<file path="config.mk">
export PLATFORM = sky130hd
export DESIGN_NAME = matvec_serial_stream
export DESIGN_NICKNAME = d
export VERILOG_FILES = /design/src/rtl/matvec_serial_stream_pkg.sv /design/src/rtl/matvec_serial_stream_mac_unit.sv /design/src/rtl/matvec_serial_stream.sv
export SDC_FILE = /design/constraint.sdc
export NUM_CORES = 1
export LEC_CHECK = 0
export ABC_AREA = 1
export CORE_ASPECT_RATIO = 0.9
export CORE_MARGIN = 2
export CORE_UTILIZATION = 53
export DETAILED_ROUTE_END_ITERATION = 16
export PLACE_DENSITY = 0.71
export SLEW_MARGIN = 15
export SYNTH_ARGS = -nofsm -noshare
export SYNTH_HDL_FRONTEND = slang
export SYNTH_SLANG_ARGS = --single-unit
</file>
<file path="constraint.sdc">
create_clock -name clk -period 6.4 [get_ports clk]
set_input_delay 1.6 -clock clk [delete_from_list [all_inputs] [get_ports clk]]
set_output_delay 1.6 -clock clk [all_outputs]
set_load 0.01 [all_outputs]
</file>
<file path="src/rtl/matvec_serial_stream_pkg.sv">
// Shared GRU fixed-point constants, accumulator sizing and FSM state encoding.
// No logic; imported by the matvec engine and its MAC.
// No handshake of its own.
package matvec_serial_stream_pkg;

    localparam int GRU_DATA_WIDTH = 8;
    localparam int GRU_FRAC_BITS  = 4;

    typedef enum logic [1:0] {
        S_VEC   = 2'd0,
        S_ROW   = 2'd1,
        S_DRAIN = 2'd2
    } state_t;

    // Room for a full row of unsigned products without overflow.
    function automatic int acc_width(input int x, input int dw);
        return 2 * dw + $clog2(x);
    endfunction

endpackage

</file>
<file path="src/rtl/matvec_serial_stream_mac_unit.sv">
// Single multiplier feeding a registered accumulator; sum is the running total including this beat.
// Latency: sum is combinational, acc updates on the accepting edge.
// No backpressure: the caller gates en with the beat handshake.
module matvec_serial_stream_mac_unit #(
    parameter int DW = 8,
    parameter int AW = 18
) (
    input  logic          clk,
    input  logic          rst_n,
    input  logic          en,
    input  logic          first,
    input  logic          clr,
    input  logic [DW-1:0] a,
    input  logic [DW-1:0] b,
    output logic [AW-1:0] sum
);
    logic [AW-1:0]   acc;
    logic [2*DW-1:0] prod;

    assign prod = (2 * DW)'(a) * (2 * DW)'(b);
    // Column 0 restarts the row, so the previous row's total never leaks in.
    assign sum  = (first ? {AW{1'b0}} : acc) + AW'(prod);

    always_ff @(posedge clk or negedge rst_n) begin
        if (!rst_n) begin
            acc <= '0;
        end else if (clr) begin
            acc <= '0;
        end else if (en) begin
            acc <= sum;
        end
    end

endmodule

</file>
<file path="src/rtl/matvec_serial_stream.sv">
// Serial H x X matrix-vector engine: vector beats, then row-major weights, one result per row.
// Latency: row result valid the cycle after its last weight is accepted.
// Backpressure: only a row's final beat stalls while the previous result is still unaccepted.
module matvec_serial_stream
    import matvec_serial_stream_pkg::*;
#(
    parameter int X          = 4,
    parameter int H          = 4,
    parameter int DATA_WIDTH = GRU_DATA_WIDTH,
    parameter int FRAC_BITS  = GRU_FRAC_BITS
) (
    input  logic                  clk,
    input  logic                  rst_n,
    input  logic                  s_valid,
    output logic                  s_ready,
    input  logic [DATA_WIDTH-1:0] s_data,
    output logic                  m_valid,
    input  logic                  m_ready,
    output logic [DATA_WIDTH-1:0] m_data,
    output logic                  m_last
);
    localparam int AW = acc_width(X, DATA_WIDTH);
    localparam int CW = (X > 1) ? $clog2(X) : 1;
    localparam int RW = (H > 1) ? $clog2(H) : 1;

    state_t                state;
    logic [CW-1:0]         col;
    logic [RW-1:0]         row;
    logic [DATA_WIDTH-1:0] vec [X];
    logic [AW-1:0]         rowsum;
    logic                  beat;
    logic                  col_last;
    logic                  row_last;

    assign beat     = s_valid && s_ready;
    assign col_last = (col == CW'(X - 1));
    assign row_last = (row == RW'(H - 1));

    matvec_serial_stream_mac_unit #(
        .DW (DATA_WIDTH),
        .AW (AW)
    ) u_mac (
        .clk   (clk),
        .rst_n (rst_n),
        .en    (beat && (state == S_ROW)),
        .first (col == '0),
        .clr   (beat && (state == S_VEC) && col_last),
        .a     (s_data),
        .b     (vec[col]),
        .sum   (rowsum)
    );

    // Next row may accumulate under a pending result; only its closing beat must wait.
    always_comb begin
        s_ready = 1'b0;
        if (rst_n) begin
            case (state)
                S_VEC:   s_ready = 1'b1;
                S_ROW:   s_ready = !(col_last && m_valid && !m_ready);
                default: s_ready = 1'b0;
            endcase
        end
    end

    always_ff @(posedge clk or negedge rst_n) begin
        if (!rst_n) begin
            state   <= S_VEC;
            col     <= '0;
            row     <= '0;
            m_valid <= 1'b0;
            m_data  <= '0;
            m_last  <= 1'b0;
            for (int i = 0; i < X; i++) vec[i] <= '0;
        end else begin
            if (m_valid && m_ready) m_valid <= 1'b0;
            case (state)
                S_VEC: begin
                    if (beat) begin
                        vec[col] <= s_data;
                        if (col_last) begin
                            col   <= '0;
                            row   <= '0;
                            state <= S_ROW;
                        end else begin
                            col <= col + CW'(1);
                        end
                    end
                end
                S_ROW: begin
                    if (beat) begin
                        if (col_last) begin
                            m_valid <= 1'b1;
                            m_data  <= rowsum[FRAC_BITS+DATA_WIDTH-1 -: DATA_WIDTH];
                            m_last  <= row_last;
                            col     <= '0;
                            if (row_last) begin
                                row   <= '0;
                                state <= S_DRAIN;
                            end else begin
                                row <= row + RW'(1);
                            end
                        end else begin
                            col <= col + CW'(1);
                        end
                    end
                end
                S_DRAIN: begin
                    if (m_valid && m_ready) state <= S_VEC;
                end
                default: state <= S_VEC;
            endcase
        end
    end

endmodule

</file>
==> results.yml <==
sta:
  slew_headroom_pct: 41.84
  setup-violations-final: 0
  fin_crit_sh_pct: 90.49
  skew_ns: 0.009298
  setup_ws_ns: 0.6087
  final.setup.tns_ns: 0
  fin_crit_ns: 5.791
  slew_violations: 0
  finalHoldViolCount: 0
  grt_setup_unrepaired: "no"
  clock.fmax_ghz: 0.1727
  tightest_slew_ns: 0.8724
yosys:
  synth_common_cells: "nand2_1 (166), inv_1 (113), dfrtp_1 (60)"
  synth_cells: 603
  syn_area_per_cell_um2: 8.225
  syn_area_um2: 4960
  synth_most_common_cell: "nand2_1"
  synth_area_leaders: "dfrtp_1 (30%), fa_1 (17%), nand2_1 (13%)"
  synth-edff-count: 0
  synth_top_area_share_pct: 30.27
  seq_area_frac_synth_pct: 30.27
  synth-async-reset-ratio_pct: 100.0
  ys.flop_type: "dfrtp_1"
  synth_area_leader_cell: "dfrtp_1"
  yosysWarningCount: 0
  ys_ff_latch: 60
  synthDistinctLibCells: 36
  syn_nets: 685
placement:
  io_buffers: 22
  dp_hpwl_um: 8903
  gp_congestion: 0.9100
  dp_slack_ns: 0.2946
floorplan:
  core_area_um2: 9125
  floorplan.initialDensity_pct: 54.35
  die_y_um: 95.77
  boundaryPins: 23
  die_w_um: 106.0
  rows: 33
  fp.dieArea_um2: 10150
finish:
  area_delta_synth_final_pct: 9.208
  drive_above_1_share_pct: 7.974
  diodes: 0
  nNetsFinal: 704
  fin_util_pct: 59.36
worst_setup_path:
  path_cells: "clkdlybuf4s50_1 -> inv_1 -> nor2_1 -> fa_1 -> fa_1 -> fa_1 -> inv_1 -> fa_1 -> inv_1 -> ha_1 -> inv_1 -> o311ai_0 -> nand2_1 -> nand3b_1 -> o21ai_0"
  reg2reg_from: "col[0]$_DFFE_PN0P_"
  cp-start-kind: "primary input"
  slowest_stage: "clkdlybuf4s50_1"
  cp_num_buf_inv: 5
  crit_path_max_fanout: 7
  crit_start: "s_data[1]"
  crit_family: "adder cells"
  worstPathArrival_ns: 6.01
  slowest_delay_ns: 0.66
  path_class: "primary input to register"
  required_ns: 6.62
  worstSetupEndpointType: "register"
clock_network:
  cts_sinks: 60
  cts_buffers: 9
  htreeDepth: 3
  insertion_delay_ns: 0.34
  clkSlewWorstSetupHoldPaths_ns: 0.07
  clockBufferDepth: 2
  cts-root-buf: "clkbuf_8"
  cts_resized: 0
  cts_tree: "done"
  cts_setup_buffers: 0
  postCtsHoldBufs: 0
detailed_routing:
  avgRoutedWirePerCell_um: 15.25
  drt_iter0_markers: 215
  dr.pass1.iters: 6
  drc_errors: 0
  routed_wirelength_um: 11420
  via_per_inst: 5.136
  vias: 3847
  ant_nets: 0
run_status:
  outcome: "complete, no violations"
global_route:
  grt_overflow: 0
  grt_usage_pct: 25.71
  grt_pass1_vias: 4029
  grt_first_pass_wirelength_um: 19740
  antenna_found_initial: 0
  grt_max_degree: 61
flow_run:
  drv_cap: 0
hold_path:
  hold_class: "register to register"
  hold_start: "m_data[5]$_DFFE_PN0P_"
==> stage by stage <==
| step | cell area [um2] | std cells | hold WS [ns] |
|---|---|---|---|
| 6_report | 5416 | 749 | 0.4748 |
| 5_1_grt | 5416 | 749 | 0.5079 |
| 4_1_cts | 5416 | 749 | 0.4836 |
| 3_5_place_dp | 5199 | 733 | 0.4662 |
| 3_3_place_gp | 5199 | 733 | 0.4576 |
| 2_1_floorplan | 4960 | 603 | 0.4534 |
==> worst min-delay path, stage by stage (launching register included) <==
cell and delay (ns):
dfrtp_1 0.34, nand2_1 0.05, nand2_1 0.05
==> final cells by class <==
class                   instances  area (um2)
well taps                     122       152.6
repair buffers                 23       222.7
clock buffers                  12       145.1
multi-input cells             408        2859
fillers                       840        3709
flip-flops and latches         60        1501
inverters                     120       462.9
clock inverters                 4       72.57
==> metal layers <==
metal	GRT usage (%)	wire [um]	vias to the layer above
met5	0	0	-
met4	6.798	125	0
met3	5.823	579	11
met2	42.96	5461	83
met1	34.30	5255	1877
li1	-	-	1876
==> state kept, by name, summed over array words and instances (netlist names) <==
signal	cells
m_last	1
vec	32
u_mac.acc	12
state	2
m_data	8
row	2
col	2
m_valid	1
==> cell usage in the layout, fill, tap and decap left out, types with 3 or more instances in the layout <==
master,synthesis,final
o21ai_0,28,28
inv_4,3,3
fa_1,41,41
o21a_1,17,17
nand3b_1,3,3
dfrtp_1,60,60
nand2_1,166,166
clkbuf_8,0,10
nand3_1,25,25
o21ai_1,8,8
o21ai_2,3,3
inv_2,3,3
nand3_2,3,3
nor2_8,4,4
nand2_2,9,9
nor2_1,37,37
ha_1,29,29
xor2_1,5,5
inv_1,113,113
nor2_2,3,3
a21oi_1,16,16
clkdlybuf4s50_1,0,21
==> path summary, 6_finish.rpt <==
path,end,slack [ns],cells after the start
min in group asynchronous,vec[7]$_DFFE_PN0P_,1.44,2
worst max register to register,u_mac.acc[9]$_DFFE_PN0P_,1.00,18
worst min-delay path,m_data[5]$_DFFE_PN0P_,0.47,2
worst max-delay path,u_mac.acc[10]$_DFFE_PN0P_,0.61,15
max in group asynchronous,u_mac.acc[11]$_DFFE_PN0P_,4.41,2
worst min register to register,m_data[5]$_DFFE_PN0P_,0.47,2
==> cells by family (layout without fill, tap and decap cells) <==
family / Yosys count / count (layout) / share of synthesized area, %
AO/OA/AOI/OAI: 76 / 76 / 9.334
XOR/XNOR: 6 / 6 / 1.060
adder cells (fa/ha/maj): 70 / 70 / 23.86
buffers and inverters: 135 / 159 / 12.08
flip-flops: 60 / 60 / 30.27
AND/OR/NAND/NOR: 256 / 256 / 23.39
Power is not shown: default switching activity piles up to over one toggle a cycle in this logic, so the estimate is an artifact.
